### config.mk
export PLATFORM = sky130hd
export DESIGN_NAME = sram_arbiter_flat
export DESIGN_NICKNAME = d
export VERILOG_FILES = /design/src/rtl/sram_arbiter_if.sv /design/src/rtl/sram_arbiter.sv /design/src/flat_wrapper.sv
export SDC_FILE = /design/constraint.sdc
export NUM_CORES = 1
export LEC_CHECK = 0
export ABC_AREA = 1
export BUFFER_PORTS_ARGS = -buffer_cell sky130_fd_sc_hd__clkbuf_2
export CORE_AREA = 2 2 109 111
export CTS_CLUSTER_SIZE = 10
export DETAILED_ROUTE_END_ITERATION = 12
export DIE_AREA = 0 0 111 113
export MAX_ROUTING_LAYER = met4
export PLACE_DENSITY = 0.48
export SKIP_CTS_REPAIR_TIMING = 1
export SLEW_MARGIN = 30
export SYNTH_ARGS = -nofsm -noshare
export SYNTH_HDL_FRONTEND = slang
export SYNTH_SLANG_ARGS = --single-unit
### constraint.sdc
create_clock -name clk -period 1.8 [get_ports clk]
set_input_delay 0.27 -clock clk [delete_from_list [all_inputs] [get_ports clk]]
set_output_delay 0.27 -clock clk [all_outputs]
set_load 0.01 [all_outputs]
### src/rtl/sram_arbiter_if.sv
// Bus bundle for sram_arbiter: instruction requester, data requester,
// shared SRAM port and observation signals for the internal state.
// Handshake: a requester holds req and its payload stable until addr_ok is
// high in the same cycle (the request is accepted on that clock edge);
// data_ok is a one-cycle pulse exactly one cycle after acceptance, and the
// matching rdata is qualified by it (zero otherwise).
interface sram_arbiter_if;
    // instruction requester
    logic        inst_req;
    logic [31:0] inst_addr;
    logic        inst_addr_ok;
    logic        inst_data_ok;
    logic [31:0] inst_rdata;
    // data requester
    logic        data_req;
    logic [3:0]  data_we;
    logic [31:0] data_addr;
    logic [31:0] data_wdata;
    logic        data_addr_ok;
    logic        data_data_ok;
    logic [31:0] data_rdata;
    // shared SRAM port
    logic        sram_en;
    logic [3:0]  sram_we;
    logic [31:0] sram_addr;
    logic [31:0] sram_wdata;
    logic [31:0] sram_rdata;
    // internal state, zero-extended starvation count and response tracker
    logic [7:0]  dbg_starve_count;
    logic        dbg_resp_valid;
    logic        dbg_resp_owner;

    // arbiter side
    modport slave (
        input  inst_req, inst_addr,
        input  data_req, data_we, data_addr, data_wdata,
        input  sram_rdata,
        output inst_addr_ok, inst_data_ok, inst_rdata,
        output data_addr_ok, data_data_ok, data_rdata,
        output sram_en, sram_we, sram_addr, sram_wdata,
        output dbg_starve_count, dbg_resp_valid, dbg_resp_owner
    );

    // requester / memory side
    modport master (
        output inst_req, inst_addr,
        output data_req, data_we, data_addr, data_wdata,
        output sram_rdata,
        input  inst_addr_ok, inst_data_ok, inst_rdata,
        input  data_addr_ok, data_data_ok, data_rdata,
        input  sram_en, sram_we, sram_addr, sram_wdata,
        input  dbg_starve_count, dbg_resp_valid, dbg_resp_owner
    );
endinterface

### src/rtl/sram_arbiter.sv
// Two-requester arbiter for a single-ported synchronous SRAM.
// Data has priority; an instruction request denied STARVE_LIMIT cycles in a
// row wins the next contended cycle. Grants are combinational, responses
// return one cycle later through a one-entry tracker, so one access per
// cycle can be sustained. STARVE_LIMIT must lie in 1..255 so the count fits
// the 8-bit observation signal.
module sram_arbiter #(
    parameter int STARVE_LIMIT = 4
) (
    input  logic          clk,
    input  logic          resetn,
    sram_arbiter_if.slave bus
);

    localparam int CNT_W = $clog2(STARVE_LIMIT + 1);
    localparam logic [CNT_W-1:0] CNT_MAX = CNT_W'(STARVE_LIMIT);
    localparam logic [CNT_W-1:0] CNT_ONE = CNT_W'(1);

    // tracker owner encoding
    localparam logic OWNER_INST = 1'b0;
    localparam logic OWNER_DATA = 1'b1;

    logic [CNT_W-1:0] starve_cnt;
    logic             resp_valid;
    logic             resp_owner;
    logic             starved;
    logic             grant_inst;
    logic             grant_data;

    assign starved = (starve_cnt == CNT_MAX);

    // Pick the winner; nothing is granted while reset is held.
    always_comb begin
        grant_inst = 1'b0;
        grant_data = 1'b0;
        if (resetn) begin
            if (bus.inst_req && (!bus.data_req || starved)) begin
                grant_inst = 1'b1;
            end else if (bus.data_req) begin
                grant_data = 1'b1;
            end
        end
    end

    // Steer the winner onto the SRAM port; idle port is driven all-zero.
    always_comb begin
        bus.sram_en    = 1'b0;
        bus.sram_we    = 4'h0;
        bus.sram_addr  = 32'h0;
        bus.sram_wdata = 32'h0;
        if (grant_data) begin
            bus.sram_en    = 1'b1;
            bus.sram_we    = bus.data_we;
            bus.sram_addr  = bus.data_addr;
            bus.sram_wdata = bus.data_wdata;
        end else if (grant_inst) begin
            bus.sram_en    = 1'b1;
            bus.sram_addr  = bus.inst_addr;
        end
    end

    assign bus.inst_addr_ok = grant_inst;
    assign bus.data_addr_ok = grant_data;

    // Count consecutive denied instruction cycles, saturating at the limit.
    always_ff @(posedge clk or negedge resetn) begin
        if (!resetn) begin
            starve_cnt <= '0;
        end else if (!bus.inst_req || grant_inst) begin
            starve_cnt <= '0;
        end else if (!starved) begin
            starve_cnt <= starve_cnt + CNT_ONE;
        end
    end

    // Remember who was granted so the next cycle's SRAM data goes to them.
    always_ff @(posedge clk or negedge resetn) begin
        if (!resetn) begin
            resp_valid <= 1'b0;
            resp_owner <= OWNER_INST;
        end else begin
            resp_valid <= grant_inst || grant_data;
            resp_owner <= grant_data ? OWNER_DATA : OWNER_INST;
        end
    end

    assign bus.inst_data_ok = resp_valid && (resp_owner == OWNER_INST);
    assign bus.data_data_ok = resp_valid && (resp_owner == OWNER_DATA);
    assign bus.inst_rdata   = bus.inst_data_ok ? bus.sram_rdata : 32'h0;
    assign bus.data_rdata   = bus.data_data_ok ? bus.sram_rdata : 32'h0;

    assign bus.dbg_starve_count = 8'(starve_cnt);
    assign bus.dbg_resp_valid   = resp_valid;
    assign bus.dbg_resp_owner   = resp_owner;

endmodule

### src/flat_wrapper.sv
// flat-port wrapper written by rule: the top's interface ports become plain ports
module sram_arbiter_flat 
#(
    parameter int STARVE_LIMIT = 4
)
  (clk, resetn, bus_inst_req, bus_inst_addr, bus_data_req, bus_data_we, bus_data_addr, bus_data_wdata, bus_sram_rdata, bus_inst_addr_ok, bus_inst_data_ok, bus_inst_rdata, bus_data_addr_ok, bus_data_data_ok, bus_data_rdata, bus_sram_en, bus_sram_we, bus_sram_addr, bus_sram_wdata, bus_dbg_starve_count, bus_dbg_resp_valid, bus_dbg_resp_owner);
  sram_arbiter_if bus_i ();
  input  logic clk;
  input  logic resetn;
  input wire logic [$bits(bus_i.inst_req)-1:0] bus_inst_req;
  input wire logic [$bits(bus_i.inst_addr)-1:0] bus_inst_addr;
  input wire logic [$bits(bus_i.data_req)-1:0] bus_data_req;
  input wire logic [$bits(bus_i.data_we)-1:0] bus_data_we;
  input wire logic [$bits(bus_i.data_addr)-1:0] bus_data_addr;
  input wire logic [$bits(bus_i.data_wdata)-1:0] bus_data_wdata;
  input wire logic [$bits(bus_i.sram_rdata)-1:0] bus_sram_rdata;
  output wire logic [$bits(bus_i.inst_addr_ok)-1:0] bus_inst_addr_ok;
  output wire logic [$bits(bus_i.inst_data_ok)-1:0] bus_inst_data_ok;
  output wire logic [$bits(bus_i.inst_rdata)-1:0] bus_inst_rdata;
  output wire logic [$bits(bus_i.data_addr_ok)-1:0] bus_data_addr_ok;
  output wire logic [$bits(bus_i.data_data_ok)-1:0] bus_data_data_ok;
  output wire logic [$bits(bus_i.data_rdata)-1:0] bus_data_rdata;
  output wire logic [$bits(bus_i.sram_en)-1:0] bus_sram_en;
  output wire logic [$bits(bus_i.sram_we)-1:0] bus_sram_we;
  output wire logic [$bits(bus_i.sram_addr)-1:0] bus_sram_addr;
  output wire logic [$bits(bus_i.sram_wdata)-1:0] bus_sram_wdata;
  output wire logic [$bits(bus_i.dbg_starve_count)-1:0] bus_dbg_starve_count;
  output wire logic [$bits(bus_i.dbg_resp_valid)-1:0] bus_dbg_resp_valid;
  output wire logic [$bits(bus_i.dbg_resp_owner)-1:0] bus_dbg_resp_owner;
  assign bus_i.inst_req = bus_inst_req;
  assign bus_i.inst_addr = bus_inst_addr;
  assign bus_i.data_req = bus_data_req;
  assign bus_i.data_we = bus_data_we;
  assign bus_i.data_addr = bus_data_addr;
  assign bus_i.data_wdata = bus_data_wdata;
  assign bus_i.sram_rdata = bus_sram_rdata;
  assign bus_inst_addr_ok = bus_i.inst_addr_ok;
  assign bus_inst_data_ok = bus_i.inst_data_ok;
  assign bus_inst_rdata = bus_i.inst_rdata;
  assign bus_data_addr_ok = bus_i.data_addr_ok;
  assign bus_data_data_ok = bus_i.data_data_ok;
  assign bus_data_rdata = bus_i.data_rdata;
  assign bus_sram_en = bus_i.sram_en;
  assign bus_sram_we = bus_i.sram_we;
  assign bus_sram_addr = bus_i.sram_addr;
  assign bus_sram_wdata = bus_i.sram_wdata;
  assign bus_dbg_starve_count = bus_i.dbg_starve_count;
  assign bus_dbg_resp_valid = bus_i.dbg_resp_valid;
  assign bus_dbg_resp_owner = bus_i.dbg_resp_owner;
  sram_arbiter #(.STARVE_LIMIT(STARVE_LIMIT)) u_core (.clk(clk), .resetn(resetn), .bus(bus_i));
endmodule
# Word-level counts from Yosys, hierarchy flattened
# Cells that the tools add are included.
totals:
  input_bits: 136
  output_inout_bits: 147
  elab_cells: 31
  regBits: 5
op_classes:
  n_reduce_logical: 8
  bitwise: 1
  n_mux: 16
  n_eq_ne: 2
  n_addsub: 1
op_table:
  columns: ["cell", "n"]
  rows:
  - ["$mux 32", 5]
  - ["$mux 1", 8]
  - ["$mux 3", 2]
  - ["$mux 4", 1]
  - ["$add 3x1->3 const B", 1]
  - ["$eq 3x3->1 const B", 1]
  - ["$logic_and 1x1->1", 3]
  - ["$logic_or 1x1->1", 3]
  - ["$logic_not 1->1", 2]
  - ["$ne 2x2->1 const B", 1]
  - ["$not 1->1", 1]

# Longest topological paths before layout
# Gate-level depths: netlist of run 1.
depth:
  word_depth: 7
  ltp_mapped: 9
  ltp_nobuf: 7

# Worst setup path after synthesis of run 1
# OpenSTA, ideal clock, no wires.
synth_path:
  path_kind: "flip-flop to output port"
  from: "reg u_core.starve_cnt[0]"
  to: "out bus_sram_wdata[13]"
  stages_incl_launch_ff: 10
  path_buffers: 2
  slack_ns: 0.138
  arrival_ns: 1.392
  t_required_ns: 1.530
  path_cell_list: "dfrtp_1 inv_1 ha_1 nand2_2 nand2_4 nand2_4 nand2_2 buf_6 buf_6 nor2_2"
synth_via:
  elab_chain_len: 6
synth_rtl:
  columns: ["element", "line_no", "text"]
  rows:
  - ["start: declaration", "sram_arbiter.sv:23", "logic [CNT_W-1:0] starve_cnt;"]
  - ["start signal: assignment", "sram_arbiter.sv:72", "starve_cnt <= starve_cnt + CNT_ONE;"]
  - ["$eq 3x3->1", "sram_arbiter.sv:30", "assign starved = (starve_cnt == CNT_MAX);"]
  - ["$logic_or 1x1->1", "sram_arbiter.sv:37", "if (bus.inst_req && (!bus.data_req || starved)) begin"]
  - ["$logic_and 1x1->1", "sram_arbiter.sv:37", null]
  - ["$mux 1", "sram_arbiter.sv:37", null]
  - ["$mux 1", "sram_arbiter.sv:36", "if (resetn) begin"]
  - ["$mux 32", "sram_arbiter.sv:51", "if (grant_data) begin"]
  - ["end: declaration", "flat_wrapper.sv:26", "output wire logic [$bits(bus_i.sram_wdata)-1:0] bus_sram_wdata;"]
# Every way passes these cells.

# Final worst setup path of run 1
layout_path:
  from: "reg u_core.starve_cnt[0]"
  to: "out bus_sram_wdata[9]"
# Same word-level chain as after synthesis.

==> metrics.md, run 1 <==
| Metric | Value |
|---|---|
| Max Cap Violations | `0` |
| Worst EP required | `1.53 ns` |
| Diode count | `0` |
| Net count, final | `747` |
| Gr ovfl total | `0` |
| Avg Inst Size Synth | `4.88 sq um` |
| IO buf count | `277` |
| CTS Root Cell | `clkbuf_16` |
| Die Y | `113 microns` |
| Fin crit share | `1.06` |
| WL final | `9720 microns` |
| Sequential share of the synthesized area | `0.0767` |
| Post-DP HPWL | `7470 microns` |
| Multiplexer share of the synthesized area | `0` |
| Site Rows | `39` |
| Yosys reg bits | `5` |
| Synth warn | `0` |
| Final min period | `1.91 ns` |
| Gpl congestion | `0.821` |
| Syn Std Cell Area | `1630 sq um` |
| Placeable Area | `11300 sq um` |
| Clk sinks | `5` |
| DRC Markers | `0` |
| Pins Over Slew Limit | `0` |
| Final Non-Filler Cells | `751` |
| WL per Instance | `12.9 microns` |
| Initial Util | `0.145` |
| R2r worst-path depth | `8` |
| Via count | `3138` |
| Die area | `12500 sq um` |
| CTS H-Tree Depth | `1` |
| ANT nets after route | `0` |
| Violated checks | `setup timing` |
| Fmax | `524 MHz` |
| Hold WS | `0.0223 ns` |
| Vias per Instance | `4.18` |
| Overall power | `1.40 mW` |
| Antenna violations before repair | `0` |
| Setup Viol. Count Final | `70` |
| TritonCTS clock tree | `yes` |
| Adder-cell share of the synthesized area | `0.0153` |
| Max Buffers Root-to-Sink | `2` |
| Crit path launch type | `register` |
| Run status | `finished with violations` |
| Clock latency on the worst-skew pair | `0.23 ns` |
| First-pass DRT Iterations | `4` |
| Tot GR Track Use | `0.130` |
| Post-layout util | `0.333` |
| Synth-to-layout area growth | `130%` |
| Post-Syn Instances | `334` |
| Cell leakage power | `2.52 nW` |
| Placement-stage worst setup slack | `0.0558 ns` |
| Io pins | `283` |
| Critical path capture point type | `primary output` |
| Die Width | `111 microns` |
| Hold Crit Class | `input pin to async pin` |
| PnR worst setup slack | `-0.108 ns` |
| Largest family of logic cells by synthesized area | `simple AND/OR/NAND/NOR gates` |
| Final hold vios | `0` |
| CP max FO | `10` |
| Pin count of the biggest net entering global routing | `39` |
| First-pass GRT wire length | `13100 microns` |
| Ratio of cells with drive above 1 in the final layout | `0.589` |
| Commonest non-fill, non-tap cell in the layout | `clkbuf_2` |
| Num CTS Buffers | `3` |
| PwrDens | `374 nW/um^2` |
| Worst Path Class, Setup | `register to primary output` |
| Simple-gate share of the synthesized area | `0.607` |
| RSZ-0062 raised after global routing | `true` |
| First DRT Iteration DRCs | `105` |
| Max rail drop VDD | `0.136 mV` |
| Compound-Gate Fraction of Synth Area | `0.00307` |
| Vias in the first global route | `2825` |
| Worst reg2reg path endpoint | `u_core.bus.dbg_resp_valid` |
| Most frequent cells in the layout | `233 x clkbuf_2, 80 x nor2_1, 74 x inv_1, 34 x nand2_1, 32 x nand4_1` |
| Placed cells | `735` |
| Data arrival time of the worst path | `1.64 ns` |
| Reg2reg setup slack | `0.41 ns` |
| Clock-pin slew on the worst setup and hold paths | `0.03 ns` |
| Distinct cells, synth | `20` |
| Final clock skew | `0.00121 ns` |
| R2R Path Start | `u_core.starve_cnt[0]` |
| Synth Area in XOR/XNOR | `0.00537` |
[kinds of logic (layout without fill, tap and decap cells)]
logic type	count (synthesis)	in the layout
flops	5	5
xor+xnor	1	1
other cells	1	5
fa+ha+maj	2	2
simple gates	214	214
buf+inv	110	380
compound gates	1	1
[area by class of cell]
| type | instances | area (sq um) |
|---|---|---|
| timing repair buffer | 298 | 1790 |
| fill | 1237 | 7520 |
| inverter | 78 | 293 |
| sequential | 5 | 126 |
| tap | 143 | 179 |
| clock buffer | 4 | 78.8 |
| multi-input combinational | 223 | 1280 |
[power by group]
group	total (mW)	internal [mW]	switching, mW
combinational	0.890	0.404	0.486
sequential	0.142	0.126	0.0165
clock	0.372	0.294	0.0778
total	1.40	0.824	0.580
[through the flow]
stage	instance area [sq um]	setup TNS [ns]
after global placement	3160	0
after detailed placement	3160	0
after CTS	3240	-8.96
final	3750	-4.81
after floorplan	1650	0
after global routing	3750	-11.18
[worst max-delay path, stage by stage (launching register included)]
cell	delay, ns
dfrtp_1	0.37
inv_2	0.07
ha_4	0.16
nand2_4	0.11
nand2_8	0.09
nand2_8	0.11
nand2_8	0.10
buf_12	0.15
nor2_1	0.10
buf_2	0.15
[flip-flops by register name, summed over array words and instances (netlist names)]
| name | flops |
|---|---|
| u_core.starve_cnt | 3 |
| u_core.bus.dbg_resp_owner | 1 |
| u_core.bus.dbg_resp_valid | 1 |
[synth_stat cells (all sizes together)]
cell | count | area, sq um
nand3 | 33 | 165
dfrtp | 5 | 125
buf | 21 | 139
xor2 | 1 | 8.76
o21ai | 1 | 5.00
ha | 2 | 25.0
inv | 78 | 293
nand4 | 32 | 200
conb | 1 | 3.75
nor2 | 106 | 443
clkbuf | 11 | 41.3
nand2 | 43 | 181
[worst max path at each step]
stage                                     from  slack [ns]            endpoint
after floorplan           u_core.starve_cnt[0]        0.14  bus_sram_wdata[13]
after global placement    u_core.starve_cnt[0]        0.06         bus_sram_en
after detailed placement  u_core.starve_cnt[0]        0.06         bus_sram_en
after CTS                 u_core.starve_cnt[0]       -0.19         bus_sram_en
after global routing      u_core.starve_cnt[1]       -0.20   bus_sram_wdata[9]
final                     u_core.starve_cnt[0]       -0.11   bus_sram_wdata[9]
[metal layers]
metal	GRT usage	share of wire	vias to the layer above
li1	-	-	1541
met1	0.140	0.37	1393
met2	0.252	0.54	196
met3	0.0187	0.083	8
met4	0.0292	0.011	0
met5	-	0	-
(Power assumes the default switching activity.)
==> run 2, diff against run 1 <==
- PLACE_DENSITY: 0.48 -> unset
- PLACE_DENSITY_LB_ADDON: unset -> 0.1
==> run 2 against run 1 <==
  * Core utilization is 0.055 points higher
  * Setup slack better by 0.012 ns
  * Sequential power hardly changed
  * Global-route usage is 0.23 points lower
  * Die area stayed put
  * Largest cell class unchanged
  * Critical path type unchanged
  * The flow still finishes with violations (setup timing)
  * Final area is 0.17% higher
  * Fmax is 0.63% higher
  * Clock-buffer cell count stayed put
  * Total power is 1.1% lower
  * Non-clock buffer count is 3 higher
  * Routed wire length is 3.1% lower
==> metrics.md, run 2 (synthesis results as in run 1) <==
| Metric | Value |
|---|---|
| PwrDens | `369 nW/um^2 (-1.3%)` |
| Setup Viol. Count Final | `70 (unchanged)` |
| Antenna violations before repair | `0 (unchanged)` |
| Io pins | `283 (unchanged)` |
| Gr ovfl total | `0 (unchanged)` |
| Gate power share | `0.633 (about the same)` |
| Die Y | `113 microns (unchanged)` |
| Violated checks | `setup timing` |
| Clock-pin slew on the worst setup and hold paths | `0.03 ns (about the same)` |
| Finished Cell Area | `3760 sq um (+0.17%)` |
| ANT nets after route | `0 (unchanged)` |
| Reg2reg setup slack | `0.41 ns (about the same)` |
| Num CTS Buffers | `3 (unchanged)` |
| Worst Path Class, Setup | `register to primary output` |
| R2r worst-path depth | `7 (-1)` |
| Placed cells | `738 (+0.41%)` |
| Site Rows | `39 (unchanged)` |
| First-pass DRT Iterations | `4 (unchanged)` |
| WL final | `9420 microns (-3.1%)` |
| Post-DP HPWL | `7350 microns (-1.6%)` |
| Setup TNS | `-3.89 ns (+0.923 ns)` |
| Biggest register | `u_core.starve_cnt` |
| IO buf count | `277 (unchanged)` |
| TritonCTS clock tree | `yes` |
| Hold Crit Class | `input pin to async pin` |
| Pins Over Slew Limit | `0 (unchanged)` |
| Clock latency on the worst-skew pair | `0.23 ns (about the same)` |
| Switching share of power | `0.406 (-0.00756)` |
| RSZ-0062 raised after global routing | `true` |
| Initial Util | `0.145 (unchanged)` |
| Clock power frac | `0.265 (about the same)` |
| First-pass GRT wire length | `13000 microns (-1.2%)` |
| CTS H-Tree Depth | `1 (unchanged)` |
| Max Cap Violations | `0 (unchanged)` |
| Worst EP required | `1.53 ns (about the same)` |
| Die area | `12500 sq um (unchanged)` |
| PnR worst setup slack | `-0.0957 ns (+0.0119 ns)` |
| Internal power | `0.825 mW (+0.13%)` |
| NetSw | `0.563 mW (-3.0%)` |
| Vias in the first global route | `2827 (+0.071%)` |
| Placement-stage worst setup slack | `0.0356 ns (-0.0202 ns)` |
| CTS Root Cell | `clkbuf_16` |
| Crit path launch type | `register` |
| Pin count of the biggest net entering global routing | `39 (unchanged)` |
| Final clock skew | `0.00124 ns (+0.0000267 ns)` |
| Final Non-Filler Cells | `754 (+0.40%)` |
| Hold WS | `0.372 ns (+0.350 ns)` |
| Die Width | `111 microns (unchanged)` |
| Post-layout util | `0.334 (+0.000555)` |
| Placeable Area | `11300 sq um (unchanged)` |
| Fill count | `1249 (+0.97%)` |
| Commonest non-fill, non-tap cell in the layout | `clkbuf_2` |
| Fmax | `528 MHz (+0.63%)` |
| Tot GR Track Use | `0.127 (-0.00227)` |
| Flop pwr share | `0.102 (about the same)` |
| Run status | `finished with violations` |
| Flip-flop count of the largest register after layout | `3 (unchanged)` |
| Worst reg2reg path endpoint | `u_core.starve_cnt[0]` |
| Fin crit share | `1.05 (-0.00660)` |
| Overall power | `1.39 mW (-1.1%)` |
| Synth-to-layout area growth | `131%` |
| Most frequent cells in the layout | `227 x clkbuf_2, 74 x inv_1, 73 x nor2_1, 38 x nand2_1, 33 x nand3_1` |
| Diode count | `0 (unchanged)` |
| First DRT Iteration DRCs | `107 (+1.9%)` |
| Max Buffers Root-to-Sink | `2 (unchanged)` |
| Gpl congestion | `0.900 (+9.6%)` |
| Final min period | `1.90 ns (-0.0119 ns)` |
| Cell leakage power | `2.52 nW (+0.17%)` |
| Max rail drop VDD | `0.227 mV (+67%)` |
| Clk sinks | `5 (unchanged)` |
| Area post-placement | `3160 sq um (about the same)` |
| R2R Path Start | `u_core.starve_cnt[0]` |
| Net count, final | `750 (+0.40%)` |
| Via count | `3077 (-1.9%)` |
| Final hold vios | `0 (unchanged)` |
| Ratio of cells with drive above 1 in the final layout | `0.570 (-0.0193)` |
| Data arrival time of the worst path | `1.63 ns (about the same)` |
| Vias per Instance | `4.08 (-2.3%)` |
| CP max FO | `7 (-3)` |
| DRC Markers | `0 (unchanged)` |
| WL per Instance | `12.5 microns (-3.5%)` |
| Critical path capture point type | `primary output` |
[run 2: how the worst max path moves through the flow]
stage | start | end | slack, ns | cells past startpoint
2_1_floorplan | u_core.starve_cnt[0] | bus_sram_wdata[13] | 0.14 | 9
3_3_place_gp | u_core.starve_cnt[0] | bus_sram_en | 0.07 | 9
3_5_place_dp | u_core.starve_cnt[0] | bus_sram_en | 0.04 | 9
4_1_cts | u_core.starve_cnt[0] | bus_sram_en | -0.21 | 9
5_1_grt | u_core.starve_cnt[0] | bus_sram_we[0] | -0.17 | 9
6_report | u_core.starve_cnt[0] | bus_sram_wdata[11] | -0.1 | 9
[run 2: power groups by stage]
| stage | combinational [mW] | clock [mW] | sequential [mW] |
|---|---|---|---|
| 5_1_grt | 0.966 | 0.381 | 0.144 |
| 4_1_cts | 0.730 | 0.373 | 0.141 |
| 3_3_place_gp | 0.732 | 0 | 0.141 |
| 3_5_place_dp | 0.727 | 0 | 0.142 |
| 2_1_floorplan | 0.366 | 0 | 0.143 |
| 6_report | 0.879 | 0.368 | 0.142 |
[run 2: area by class of cell]
| type | instances | area (sq um) | share of cell area |
|---|---|---|---|
| inverter | 78 | 293 | 0.0779 |
| tap | 143 | 179 | 0.0476 |
| multi-input combinational | 223 | 1240 | 0.330 |
| clock buffer | 4 | 78.8 | 0.0210 |
| timing repair buffer | 301 | 1840 | 0.490 |
| sequential | 5 | 126 | 0.0336 |
[run 2: critical path, stage by stage, from the launching register on]
cell and delay (ns):
dfrtp_1 0.39, inv_2 0.07, ha_4 0.16, nand2_4 0.10, nand2_8 0.08, nand2_8 0.10, nand2_8 0.11, clkbuf_16 0.19
nor2_4 0.09, buf_6 0.10
[run 2: per-layer routing]
metal	up-vias	share of wire	GRT usage	wire length, microns
li1	1547	-	-	-
met1	1348	0.35	0.129	3280
met2	176	0.56	0.256	5250
met3	6	0.083	0.0182	785
met4	0	0.011	0.0300	105
met5	-	0	-	0
